File: src/rtl/ex_stage_pkg.sv
// Shared definitions for the execute stage: stall bus encoding, bus widths,
// funct codes, the latched ID->EX record and the divider state type.
package ex_stage_pkg;

    localparam int STALL_BUS_W  = 6;
    localparam int ID_TO_EX_WD  = 159;
    localparam int EX_TO_MEM_WD = 76;
    localparam int EX_TO_ID_WD  = 38;

    localparam int STALL_EX  = 2;
    localparam int STALL_MEM = 3;

    localparam logic STOP    = 1'b1;
    localparam logic NO_STOP = 1'b0;

    localparam logic [5:0] OP_SPECIAL = 6'b000000;
    localparam logic [5:0] FUNCT_DIV  = 6'b011010;
    localparam logic [5:0] FUNCT_DIVU = 6'b011011;
    localparam logic [5:0] FUNCT_MFHI = 6'b010000;
    localparam logic [5:0] FUNCT_MFLO = 6'b010010;

    typedef struct packed {
        logic [31:0] pc;
        logic [31:0] inst;
        logic [11:0] alu_op;
        logic [2:0]  sel_src1;
        logic [3:0]  sel_src2;
        logic        ram_en;
        logic [3:0]  ram_wen;
        logic        rf_we;
        logic [4:0]  rf_waddr;
        logic        sel_rf_res;
        logic [31:0] rs_val;
        logic [31:0] rt_val;
    } id_to_ex_t;

    typedef enum logic [1:0] {
        DIV_IDLE,
        DIV_BUSY,
        DIV_DONE
    } div_state_e;

    // Two's-complement negate when neg is set; converts between signed value and magnitude.
    function automatic logic [31:0] apply_sign(input logic [31:0] v, input logic neg);
        return neg ? -v : v;
    endfunction

endpackage

File: src/rtl/ex_stage_alu.sv
// Combinational ALU: one-hot alu_op selects one of twelve results; no op selected gives 0.
module alu (
    input  logic [11:0] alu_op,
    input  logic [31:0] src1,
    input  logic [31:0] src2,
    output logic [31:0] result
);
    logic op_add, op_sub, op_slt, op_sltu, op_and, op_nor;
    logic op_or, op_xor, op_sll, op_srl, op_sra, op_lui;

    assign {op_add, op_sub, op_slt, op_sltu, op_and, op_nor,
            op_or, op_xor, op_sll, op_srl, op_sra, op_lui} = alu_op;

    logic [31:0] sra_res;
    assign sra_res = $signed(src2) >>> src1[4:0];

    always_comb begin
        // NOTE: result is defaulted before the ORs so every path assigns it and no latch is inferred.
        result = '0;
        if (op_add)  result = result | (src1 + src2);
        if (op_sub)  result = result | (src1 - src2);
        if (op_slt)  result = result | {31'b0, $signed(src1) < $signed(src2)};
        if (op_sltu) result = result | {31'b0, src1 < src2};
        if (op_and)  result = result | (src1 & src2);
        if (op_nor)  result = result | ~(src1 | src2);
        if (op_or)   result = result | (src1 | src2);
        if (op_xor)  result = result | (src1 ^ src2);
        if (op_sll)  result = result | (src2 << src1[4:0]);
        if (op_srl)  result = result | (src2 >> src1[4:0]);
        if (op_sra)  result = result | sra_res;
        if (op_lui)  result = result | {src2[15:0], 16'b0};
    end

endmodule

File: src/rtl/ex_stage_div.sv
// Radix-2 restoring divider: 32 BUSY cycles on magnitudes, signs fixed up and
// HI/LO written on the DONE cycle. Divide-by-zero falls out as all-ones quotient.
module div_unit import ex_stage_pkg::*; (
    input  logic        clk,
    input  logic        rst,
    input  logic        is_div,
    input  logic        is_signed,
    input  logic        clear_ready,
    input  logic [31:0] dividend,
    input  logic [31:0] divisor,
    output logic [31:0] hi,
    output logic [31:0] lo,
    output logic        stallreq
);
    div_state_e  state, state_nx;
    logic [4:0]  cnt;
    logic        div_ready;
    logic [31:0] quo;        // dividend shifts out the top while quotient bits shift in
    logic [31:0] rem;
    logic [31:0] dsr;
    logic        neg_q, neg_r;
    logic        dvd_neg, dvs_neg, start;
    logic [32:0] rem_sh, diff;
    logic        q_bit;

    assign dvd_neg = is_signed & dividend[31];
    assign dvs_neg = is_signed & divisor[31];
    assign start   = is_div & ~div_ready;

    assign rem_sh = {rem, quo[31]};
    assign diff   = rem_sh - {1'b0, dsr};
    assign q_bit  = rem_sh >= {1'b0, dsr};

    assign stallreq = start & (state != DIV_DONE);

    always_ff @(posedge clk or negedge rst) begin
        if (!rst) state <= DIV_IDLE;
        else      state <= state_nx;
    end

    always_comb begin
        state_nx = state;
        case (state)
            DIV_IDLE: if (start) state_nx = DIV_BUSY;
            DIV_BUSY: if (cnt == 5'd31) state_nx = DIV_DONE;
            DIV_DONE: state_nx = DIV_IDLE;
            default:  state_nx = DIV_IDLE;
        endcase
    end

    always_ff @(posedge clk or negedge rst) begin
        if (!rst) begin
            cnt       <= '0;
            quo       <= '0;
            rem       <= '0;
            dsr       <= '0;
            neg_q     <= 1'b0;
            neg_r     <= 1'b0;
            hi        <= '0;
            lo        <= '0;
            div_ready <= 1'b0;
        end else begin
            case (state)
                DIV_IDLE: if (start) begin
                    quo   <= apply_sign(dividend, dvd_neg);
                    dsr   <= apply_sign(divisor, dvs_neg);
                    rem   <= '0;
                    cnt   <= '0;
                    neg_q <= dvd_neg ^ dvs_neg;
                    neg_r <= dvd_neg;
                end
                DIV_BUSY: begin
                    quo <= {quo[30:0], q_bit};
                    rem <= q_bit ? diff[31:0] : rem_sh[31:0];
                    cnt <= cnt + 5'd1;
                end
                DIV_DONE: begin
                    hi <= apply_sign(rem, neg_r);
                    lo <= apply_sign(quo, neg_q);
                end
                default: ;
            endcase
            // A fresh instruction wins over DONE so a back-to-back divide still launches.
            if (clear_ready)             div_ready <= 1'b0;
            else if (state == DIV_DONE)  div_ready <= 1'b1;
        end
    end

endmodule

File: src/rtl/ex_stage.sv
// Execute stage: latches the ID->EX record, runs the ALU or the divider, and
// drives the MEM bus, the ID forwarding path and the data SRAM request.
module ex_stage import ex_stage_pkg::*; (
    input  logic                    clk,
    input  logic                    rst,
    input  logic [STALL_BUS_W-1:0]  stall,
    input  logic [ID_TO_EX_WD-1:0]  id_to_ex_bus,
    output logic [EX_TO_MEM_WD-1:0] ex_to_mem_bus,
    output logic [EX_TO_ID_WD-1:0]  ex_to_id,
    output logic                    data_sram_en,
    output logic [3:0]              data_sram_wen,
    output logic [31:0]             data_sram_addr,
    output logic [31:0]             data_sram_wdata,
    output logic                    stallreq_for_ex
);
    id_to_ex_t   ex_r;
    logic        load_bubble, load_new;
    logic [31:0] imm_sext, imm_zext, src1, src2;
    logic [31:0] alu_result, ex_result, hi, lo;
    logic [5:0]  funct;
    logic        is_special, is_div, is_mfhi, is_mflo;
    logic        unused_bits;

    assign load_bubble = (stall[STALL_EX] == STOP) && (stall[STALL_MEM] == NO_STOP);
    assign load_new    = (stall[STALL_EX] == NO_STOP);

    always_ff @(posedge clk or negedge rst) begin
        // NOTE: sequential state uses <= so every register samples pre-edge values.
        if (!rst)             ex_r <= '0;
        else if (load_bubble) ex_r <= '0;
        else if (load_new)    ex_r <= id_to_ex_t'(id_to_ex_bus);
    end

    assign imm_sext = {{16{ex_r.inst[15]}}, ex_r.inst[15:0]};
    assign imm_zext = {16'b0, ex_r.inst[15:0]};

    assign src1 = ({32{ex_r.sel_src1[0]}} & ex_r.rs_val)
                | ({32{ex_r.sel_src1[1]}} & ex_r.pc)
                | ({32{ex_r.sel_src1[2]}} & {27'b0, ex_r.inst[10:6]});

    assign src2 = ({32{ex_r.sel_src2[0]}} & ex_r.rt_val)
                | ({32{ex_r.sel_src2[1]}} & imm_sext)
                | ({32{ex_r.sel_src2[2]}} & 32'd8)
                | ({32{ex_r.sel_src2[3]}} & imm_zext);

    alu u_alu (
        .alu_op (ex_r.alu_op),
        .src1   (src1),
        .src2   (src2),
        .result (alu_result)
    );

    assign funct      = ex_r.inst[5:0];
    assign is_special = (ex_r.inst[31:26] == OP_SPECIAL);
    assign is_div     = is_special && (funct == FUNCT_DIV || funct == FUNCT_DIVU);
    assign is_mfhi    = is_special && (funct == FUNCT_MFHI);
    assign is_mflo    = is_special && (funct == FUNCT_MFLO);

    div_unit u_div (
        .clk         (clk),
        .rst         (rst),
        .is_div      (is_div),
        .is_signed   (funct == FUNCT_DIV),
        .clear_ready (load_bubble | load_new),
        .dividend    (ex_r.rs_val),
        .divisor     (ex_r.rt_val),
        .hi          (hi),
        .lo          (lo),
        .stallreq    (stallreq_for_ex)
    );

    assign ex_result = is_mfhi ? hi : (is_mflo ? lo : alu_result);

    assign ex_to_mem_bus = {ex_r.pc, ex_r.ram_en, ex_r.ram_wen, ex_r.sel_rf_res,
                            ex_r.rf_we, ex_r.rf_waddr, ex_result};
    assign ex_to_id      = {ex_r.rf_we, ex_r.rf_waddr, ex_result};

    assign data_sram_en    = ex_r.ram_en;
    assign data_sram_wen   = ex_r.ram_en ? ex_r.ram_wen : 4'b0;
    assign data_sram_addr  = alu_result;
    assign data_sram_wdata = ex_r.rt_val;

    assign unused_bits = ^{stall[5:4], stall[1:0], ex_r.inst[25:16]};

endmodule

File: config.mk
export PLATFORM = sky130hd
export DESIGN_NAME = ex_stage
export DESIGN_NICKNAME = d
export VERILOG_FILES = /design/src/rtl/ex_stage_pkg.sv /design/src/rtl/ex_stage_alu.sv /design/src/rtl/ex_stage_div.sv /design/src/rtl/ex_stage.sv
export SDC_FILE = /design/constraint.sdc
export NUM_CORES = 1
export LEC_CHECK = 0
export CAP_MARGIN = 20
export CORE_ASPECT_RATIO = 1.4
export CORE_MARGIN = 3
export CORE_UTILIZATION = 35
export CTS_BUF_LIST = sky130_fd_sc_hd__clkbuf_16
export DETAILED_ROUTE_END_ITERATION = 8
export SYNTH_ARGS = -nofsm -noshare
export SYNTH_HDL_FRONTEND = slang
export SYNTH_SLANG_ARGS = --single-unit
File: constraint.sdc
create_clock -name clk -period 16.45 [get_ports clk]
set_input_delay 3.29 -clock clk [delete_from_list [all_inputs] [get_ports clk]]
set_output_delay 3.29 -clock clk [all_outputs]
set_load 0.05 [all_outputs]
# Yosys cells after proc, flatten, opt, wreduce, memory -nomap -nowiden
# Cells that the tools add are included.
dict set report totals {
  register_bits 329
  input_bits 167
  output_inout_bits 184
  word_cells 127
}
dict set report classes {
  n_addsub 8
  n_lt_le_gt_ge 3
  n_eq_ne 11
  shifts 3
  mux 33
  bitwise_logic 35
  reduce_logical 12
}
# cell n
set ops {}
lappend ops {{2-to-1 mux 32 bit} 21}
lappend ops {{OR 32 bit} 14}
lappend ops {{2-to-1 mux 159 bit} 2}
lappend ops {{bitwise AND 32 bit} 5}
lappend ops {{negation 32 bit} 4}
lappend ops {{case mux 32 bit (2 select lines)} 2}
lappend ops {{< comparator 32 bit} 2}
lappend ops {{OR 32 x 1 -> 32 bit} 2}
lappend ops {{subtractor 32 bit} 2}
lappend ops {{greater-or-equal comparator 33 x 32 -> 1 bit} 1}
lappend ops {{adder 32 bit} 1}
lappend ops {{bitwise AND 32 x 16 -> 32 bit} 1}
lappend ops {{bitwise AND 32 x 5 -> 32 bit} 1}
lappend ops {{NOT 32 bit} 1}
lappend ops {{OR 32 x 4 -> 32 bit} 1}
lappend ops {{<< shifter 32 x 5 -> 32 bit} 1}
lappend ops {{>> shifter 32 x 5 -> 32 bit} 1}
lappend ops {{>>> shifter 32 x 5 -> 32 bit} 1}
lappend ops {{XOR 32 bit} 1}
lappend ops {{equality test 6 x 5 -> 1 bit, second input constant} 4}
lappend ops {{case mux 5 bit (2 select lines)} 1}
lappend ops {{logical NOT 6 bit} 1}
lappend ops {{!= test 2 x 1 -> 1 bit, second input constant} 3}
lappend ops {{AND reduction 2 bit} 3}
lappend ops {{other kinds (18)} 29}

# Depth between registers and ports, before layout
dict set report depth {
  ltp_word 30
  depth_mapped 23
  depth_no_buf 16
}

# Hierarchy
# Synthesis repeated with hierarchy kept, for this count alone.
dict set report unflattened {
  cells_unflattened 3567
  area_unflattened_um2 28014.4
}
# mod instances cells_each area_each_um2 seq_area_each_um2
set by_module_without_submodules {}
lappend by_module_without_submodules {div_unit 1 1283 10811.6 4254.1}
lappend by_module_without_submodules {alu 1 1343 8816.0 0.0}
lappend by_module_without_submodules {ex_stage 1 941 8386.8 3728.6}

# Worst setup path before layout
# Ideal clock, no wire load.
dict set report synth_timing {
  path_type {reg-to-output}
  from {register ex_r[80] (netlist bit)}
  to {output ex_to_mem_bus[16]}
  arrival_ps 5254
  t_required_ps 13160
  slack_ps 7906
  path_stages_with_launch 17
  path_buffers 6
  cell_sequence {dfrtp_1 a222oi_1 buf_4 buf_4 buf_4 buf_2 ha_1 clkbuf_1 and3_1 nand2_1 o2111ai_1 a41oi_1 xnor2_1 o2111ai_1 nor2_1 a21oi_1 buf_4}
}
dict set report synth_between {
  elab_chain_len 29
  elab_cells_between_ends 37
  cone_classes {2 x add/sub; 3 x shift; 14 x mux; 18 x bitwise}
}
# element line
set synth_lines {}
lappend synth_lines {{start, declared} ex_stage.sv:16} ;# id_to_ex_t ex_r;
lappend synth_lines {{start signal, assigned} ex_stage.sv:31} ;# else if (load_new) ex_r <= id_to_ex_t'(id_to_ex_bus);
lappend synth_lines {{bitwise AND 32 bit *} ex_stage.sv:37} ;# assign src1 = ({32{ex_r.sel_src1[0]}} & ex_r.rs_val)
lappend synth_lines {{OR 32 bit *} ex_stage.sv:38} ;# | ({32{ex_r.sel_src1[1]}} & ex_r.pc)
lappend synth_lines {{OR 32 bit *} ex_stage.sv:39} ;# | ({32{ex_r.sel_src1[2]}} & {27'b0, ex_r.inst[10:6]});
lappend synth_lines {{adder 32 bit} ex_stage_alu.sv:20} ;# if (op_add) result = result | (src1 + src2);
lappend synth_lines {{2-to-1 mux 32 bit} ex_stage_alu.sv:20}
lappend synth_lines {{OR 32 bit} ex_stage_alu.sv:21} ;# if (op_sub) result = result | (src1 - src2);
lappend synth_lines {{2-to-1 mux 32 bit} ex_stage_alu.sv:21}
lappend synth_lines {{OR 32 x 1 -> 32 bit} ex_stage_alu.sv:22} ;# if (op_slt) result = result | {31'b0, $signed(src1) < $signed(src2)};
lappend synth_lines {{[13 not listed]} n/a}
lappend synth_lines {{OR 32 bit} ex_stage_alu.sv:29} ;# if (op_srl) result = result | (src2 >> src1[4:0]);
lappend synth_lines {{2-to-1 mux 32 bit} ex_stage_alu.sv:29}
lappend synth_lines {{OR 32 bit} ex_stage_alu.sv:30} ;# if (op_sra) result = result | sra_res;
lappend synth_lines {{2-to-1 mux 32 bit *} ex_stage_alu.sv:30}
lappend synth_lines {{OR 32 bit} ex_stage_alu.sv:31} ;# if (op_lui) result = result | {src2[15:0], 16'b0};
lappend synth_lines {{2-to-1 mux 32 bit *} ex_stage_alu.sv:31}
lappend synth_lines {{named net data_sram_addr[16]} ex_stage.sv:12} ;# output logic [31:0] data_sram_addr,
lappend synth_lines {{2-to-1 mux 32 bit * (2 in a row)} ex_stage.sv:72} ;# assign ex_result = is_mfhi ? hi : (is_mflo ? lo : alu_result);
lappend synth_lines {{end, declared} ex_stage.sv:8} ;# output logic [EX_TO_MEM_WD-1:0] ex_to_mem_bus,
# Mark *: on every way through the listed nets, which the timed path passes. The rest lies on a longest branch.

# Worst setup path after layout
dict set report layout_timing {
  from {register ex_r[81] (netlist bit)}
  to {output ex_to_mem_bus[28]}
}
dict set report layout_between {
  elab_chain_len 29
  elab_cells_between_ends 37
  cone_classes {2 x add/sub; 3 x shift; 14 x mux; 18 x bitwise}
}
# element line
set layout_lines {}
lappend layout_lines {{bitwise AND 32 bit *} ex_stage.sv:38}
lappend layout_lines {{OR 32 bit *} ex_stage.sv:38}
lappend layout_lines {{OR 32 bit *} ex_stage.sv:39}
lappend layout_lines {{adder 32 bit} ex_stage_alu.sv:20}
lappend layout_lines {{2-to-1 mux 32 bit} ex_stage_alu.sv:20}
lappend layout_lines {{OR 32 bit} ex_stage_alu.sv:21}
lappend layout_lines {{2-to-1 mux 32 bit} ex_stage_alu.sv:21}
lappend layout_lines {{OR 32 x 1 -> 32 bit} ex_stage_alu.sv:22}
lappend layout_lines {{[12 not listed]} n/a}
lappend layout_lines {{2-to-1 mux 32 bit} ex_stage_alu.sv:28} ;# if (op_sll) result = result | (src2 << src1[4:0]);
lappend layout_lines {{OR 32 bit} ex_stage_alu.sv:29}
lappend layout_lines {{2-to-1 mux 32 bit} ex_stage_alu.sv:29}
lappend layout_lines {{OR 32 bit} ex_stage_alu.sv:30}
lappend layout_lines {{2-to-1 mux 32 bit *} ex_stage_alu.sv:30}
lappend layout_lines {{OR 32 bit} ex_stage_alu.sv:31}
lappend layout_lines {{2-to-1 mux 32 bit *} ex_stage_alu.sv:31}
lappend layout_lines {{2-to-1 mux 32 bit * (2 in a row)} ex_stage.sv:72}
# Mark *: on every way between the ends. The rest lies on a longest branch, timed or not.

==> impl_summary.log <==
INFO  metric first_global_vias = 28228
INFO  metric number_of_flops_mapped_to_enable_cells_by_yosys = 0
INFO  metric nets = 4131
INFO  metric timing.final.crit_share = 62.6%
INFO  metric cp_max_fo = 36
INFO  metric dominantRegCellSynth = sky130_fd_sc_hd__dfrtp_1
INFO  metric grt_pass1_wl = 195000 um
INFO  metric power.density_cell_area = 126 nW/um^2
INFO  metric cts_num_sinks = 319
INFO  metric startpoint_type = register
INFO  metric firstDrtPassIters = 6
INFO  metric fp.dieArea = 86700 um^2
INFO  metric path_clk_slew = 0.06 ns
INFO  metric cts_inserted_buffers = 36
INFO  metric vias = 29448
INFO  metric synth_sequential_area_ratio = 27.4%
INFO  metric clock_latency_on_the_worst_skew_pair = 0.59 ns
INFO  metric drv_slew = 0
INFO  metric final_antenna_net_count = 0
INFO  metric synth_fp_nets = 4079
INFO  metric fillCellCount = 8507
INFO  metric vdd.ir_drop.worst = 0.000126 V
INFO  metric worstReg2RegEnd = u_div.rem[19]
INFO  metric hold_crit_class = reg2reg
INFO  metric netlist_area = 29100 um^2
INFO  metric synthesis.area_per_instance = 7.71 um^2
INFO  metric netlist_top_cells_area = sky130_fd_sc_hd__dfrtp_1, sky130_fd_sc_hd__o21ai_0, sky130_fd_sc_hd__ha_1, sky130_fd_sc_hd__nand3_1, sky130_fd_sc_hd__nand2_1
INFO  metric start_util = 35.4%
INFO  metric tightestPinTransition = 1.30 ns
INFO  metric ctsResizeCount = 0
INFO  metric layout_setup_ws = 6.14 ns
INFO  metric setup_violations = 0
INFO  metric critPathTopFamily = buffers and inverters
INFO  metric path_cells = buf_4 -> nand2_1 -> nand2_4 -> clkinv_2 -> ha_1 -> inv_1 -> o21ai_0 -> ha_1 -> nor3_1 -> o31ai_1 -> and4b_1 -> nor3_1 -> nor3_1 -> o2111ai_1 -> a221oi_1 -> o21ai_1 -> o21a_1 -> clkdlybuf4s50_1
INFO  metric wl_per_instance = 27.5 um
INFO  metric final.min_clock_period = 10.31 ns
INFO  metric placement.setup.worst_slack = 6.99 ns
INFO  metric post_cts_hold_buffer_count = 0
INFO  metric clock-root-buffer = sky130_fd_sc_hd__clkbuf_16
INFO  metric critical_path.endpoint_type = output port
INFO  metric slew_headroom = 13.1%
INFO  metric final_hold_slack = 0.478 ns
INFO  metric async_reset_ff_share = 100%
INFO  metric timing.critical_path.from = ex_r[81]
INFO  metric drt_first_iter_violations = 2989
INFO  metric floorplan.core_area = 82100 um^2
INFO  metric cp.required = 13.16 ns
INFO  metric drt_wl_total = 135000 um
INFO  metric synth-warning-count = 0
INFO  metric cp_common_cell = sky130_fd_sc_hd__nor3_1
INFO  metric tns = 0 ns
INFO  metric cts_buffer_depth = 3
INFO  metric final_cell_mix = sky130_fd_sc_hd__o21ai_0, sky130_fd_sc_hd__nand2_1, sky130_fd_sc_hd__clkdlybuf4s50_1, sky130_fd_sc_hd__inv_1, sky130_fd_sc_hd__dfrtp_1
INFO  metric fp.dieH = 347 um
INFO  metric layout-drive-gt1-share = 4.78%
INFO  metric grt_antenna_before_repair = 6
INFO  metric cts_tree = done
INFO  metric timing.final.hold_violations = 0
INFO  metric ff2ff_setup_slack = 12.45 ns
INFO  metric maxCapViolCount = 0
INFO  metric setup.worst_path.end = ex_to_mem_bus[28]
INFO  metric detail_route.drc_violations = 0
INFO  metric p_leak = 14.2 nW
INFO  metric grt_overflow = 0
INFO  metric r2r.worst_path.cells = 8
INFO  metric crit-reg2reg-launch = ex_r[99]
INFO  metric critical_path.max_stage_delay = 0.85 ns
INFO  metric worst_clock_skew = 0.0313 ns
INFO  metric floorplan.io_pins = 351
INFO  metric place.port_buffers = 336
INFO  metric hold_depth = 2
INFO  metric yosys.cell_types.count = 101
INFO  metric hpwlAfterDp = 103000 um
INFO  metric timing.fmax = 0.0970 GHz
INFO  metric routabilityCongestion = 1.06
INFO  metric grt.total_usage = 30.0%
INFO  metric crit_path_dat = 7.02 ns
INFO  metric setup_repair_after_global_routing_missed_its_margin = false
INFO  metric synth_cells = 3771
INFO  metric yosysTopAreaCellShare = 27.4%
INFO  metric synthDominantAreaCellType = sky130_fd_sc_hd__dfrtp_1
INFO  metric routed_via_density = 5.98
INFO  metric outcome = complete, no violations
INFO  metric maximum_number_of_pins_on_one_net_before_global_route_repair = 129
INFO  metric path_class = reg2out
INFO  metric rows = 124
INFO  metric crit_buf_inv = 4
INFO  metric postSynthRegisterBits = 319
INFO  metric crit_path_top_delay_cell = sky130_fd_sc_hd__clkdlybuf4s50_1
INFO  metric cts_post_setup_buffers_inserted = 0
INFO  metric totalPowerFinal = 4.22 mW
INFO  metric areaGrowthSynthToFinish = 14.9%
INFO  metric die_w = 250 um
INFO  metric cp_num_cells = 18
INFO  metric h_tree_depth = 2
INFO  metric commonest_non_fill_non_tap_cell_in_the_layout = sky130_fd_sc_hd__o21ai_0
## sequential cells by signal, summed over array words and instances, names as in the netlist, 2 cells and up
signal and cells:
data_sram_wdata 32, ex_r 73, ex_to_id 6, ex_to_mem_bus 37, u_div.cnt 5, u_div.dsr 32, u_div.hi 32, u_div.lo 32
u_div.quo 32, u_div.rem 32, u_div.state 2
## synthesized netlist by cell type, drive strengths merged (12+ instances only)
| master | n |
|---|---|
| o22a | 26 |
| and2 | 37 |
| xor2 | 102 |
| o211ai | 30 |
| nand3 | 272 |
| o2111ai | 12 |
| or4 | 13 |
| o21a | 32 |
| inv | 313 |
| a32oi | 19 |
| clkbuf | 212 |
| a211o | 13 |
| nand2b | 19 |
| o21bai | 22 |
| nand2 | 354 |
| dfrtp | 319 |
| nor2 | 159 |
| o311ai | 16 |
| a221o | 13 |
| o21ai | 419 |
| nor2b | 53 |
| buf | 164 |
| or2 | 14 |
| o31ai | 36 |
| ha | 140 |
| a21o | 43 |
| nor4 | 28 |
| xnor2 | 69 |
| nand4 | 20 |
| or3 | 41 |
| nor3 | 65 |
| and3 | 24 |
| a211oi | 38 |
| mux2i | 119 |
| a21oi | 193 |
| a311oi | 16 |
| a221oi | 31 |
| a31oi | 29 |
| a22oi | 33 |
| o41ai | 19 |
| a22o | 48 |
| mux2 | 26 |
## final cells by class
cell class,count,area (um^2),share of cell area (%)
Inverter,314,1180,3.53
Timing Repair Buffer,390,3820,11.4
Tap cell,1071,1340,4.01
Sequential cell,319,7980,23.9
Clock inverter,26,191,0.573
Multi-Input combinational cell,2762,18000,53.9
Clock buffer,36,901,2.69
Antenna cell,3,7.51,0.0225
## where the power goes
part	leakage (nW)	internal, mW	switching (mW)
combinational	9.50	0.818	1.52
sequential	4.13	0.888	0.204
clock	0.573	0.431	0.357
total	14.2	2.14	2.08
## worst register-to-register path, cell delays in order, from the launching register on
cell and delay, ns:
sky130_fd_sc_hd__dfrtp_1 0.55, sky130_fd_sc_hd__nor3b_1 0.83, sky130_fd_sc_hd__nand3_1 0.52, sky130_fd_sc_hd__or3_1 0.60
sky130_fd_sc_hd__or2_2 0.35, sky130_fd_sc_hd__and2_1 0.35, sky130_fd_sc_hd__buf_4 0.35, sky130_fd_sc_hd__a32oi_1 0.20
sky130_fd_sc_hd__o21ai_0 0.10
## cell families after synthesis
logic type	Yosys count	synth area share (%)
AOI/OAI and AO/OA	1181	26.7
and+or+nand+nor	1123	18.7
buffers and inverters	690	10.7
DFF	319	27.4
xor gates and xnor gates	171	5.15
muxes	146	5.18
adders and majority gates	141	6.09
## worst min-delay path by stage
stage | startpoint | to | slack (ns)
after CTS | u_div.hi[19] | u_div.hi[19] | 0.48
final | u_div.hi[26] | u_div.hi[26] | 0.48
after global routing | u_div.hi[4] | u_div.hi[4] | 0.50
after detailed placement | u_div.hi[19] | u_div.hi[19] | 0.46
after global placement | u_div.hi[22] | u_div.hi[22] | 0.46
after floorplan | u_div.hi[11] | u_div.hi[11] | 0.44
## routing by layer
| layer | vias up | GRT usage, % | routed length [um] |
|---|---|---|---|
| met2 | 1324 | 49.5 | 63200 |
| met1 | 14252 | 36.2 | 52500 |
| met3 | 368 | 4.16 | 8590 |
| li1 | 13504 | - | - |
| met5 | - | 0 | 0 |
| met4 | 0 | 20.2 | 10900 |
## stage by stage
step	utilization, %	cells	area [um^2]
after floorplan	-	3771	29100
after global placement	39.3	4852	32300
after detailed placement	39.3	4853	32300
after CTS	40.7	4915	33400
after global routing	40.7	4921	33400
final	40.7	4921	33400
(Power assumes the default switching activity.)
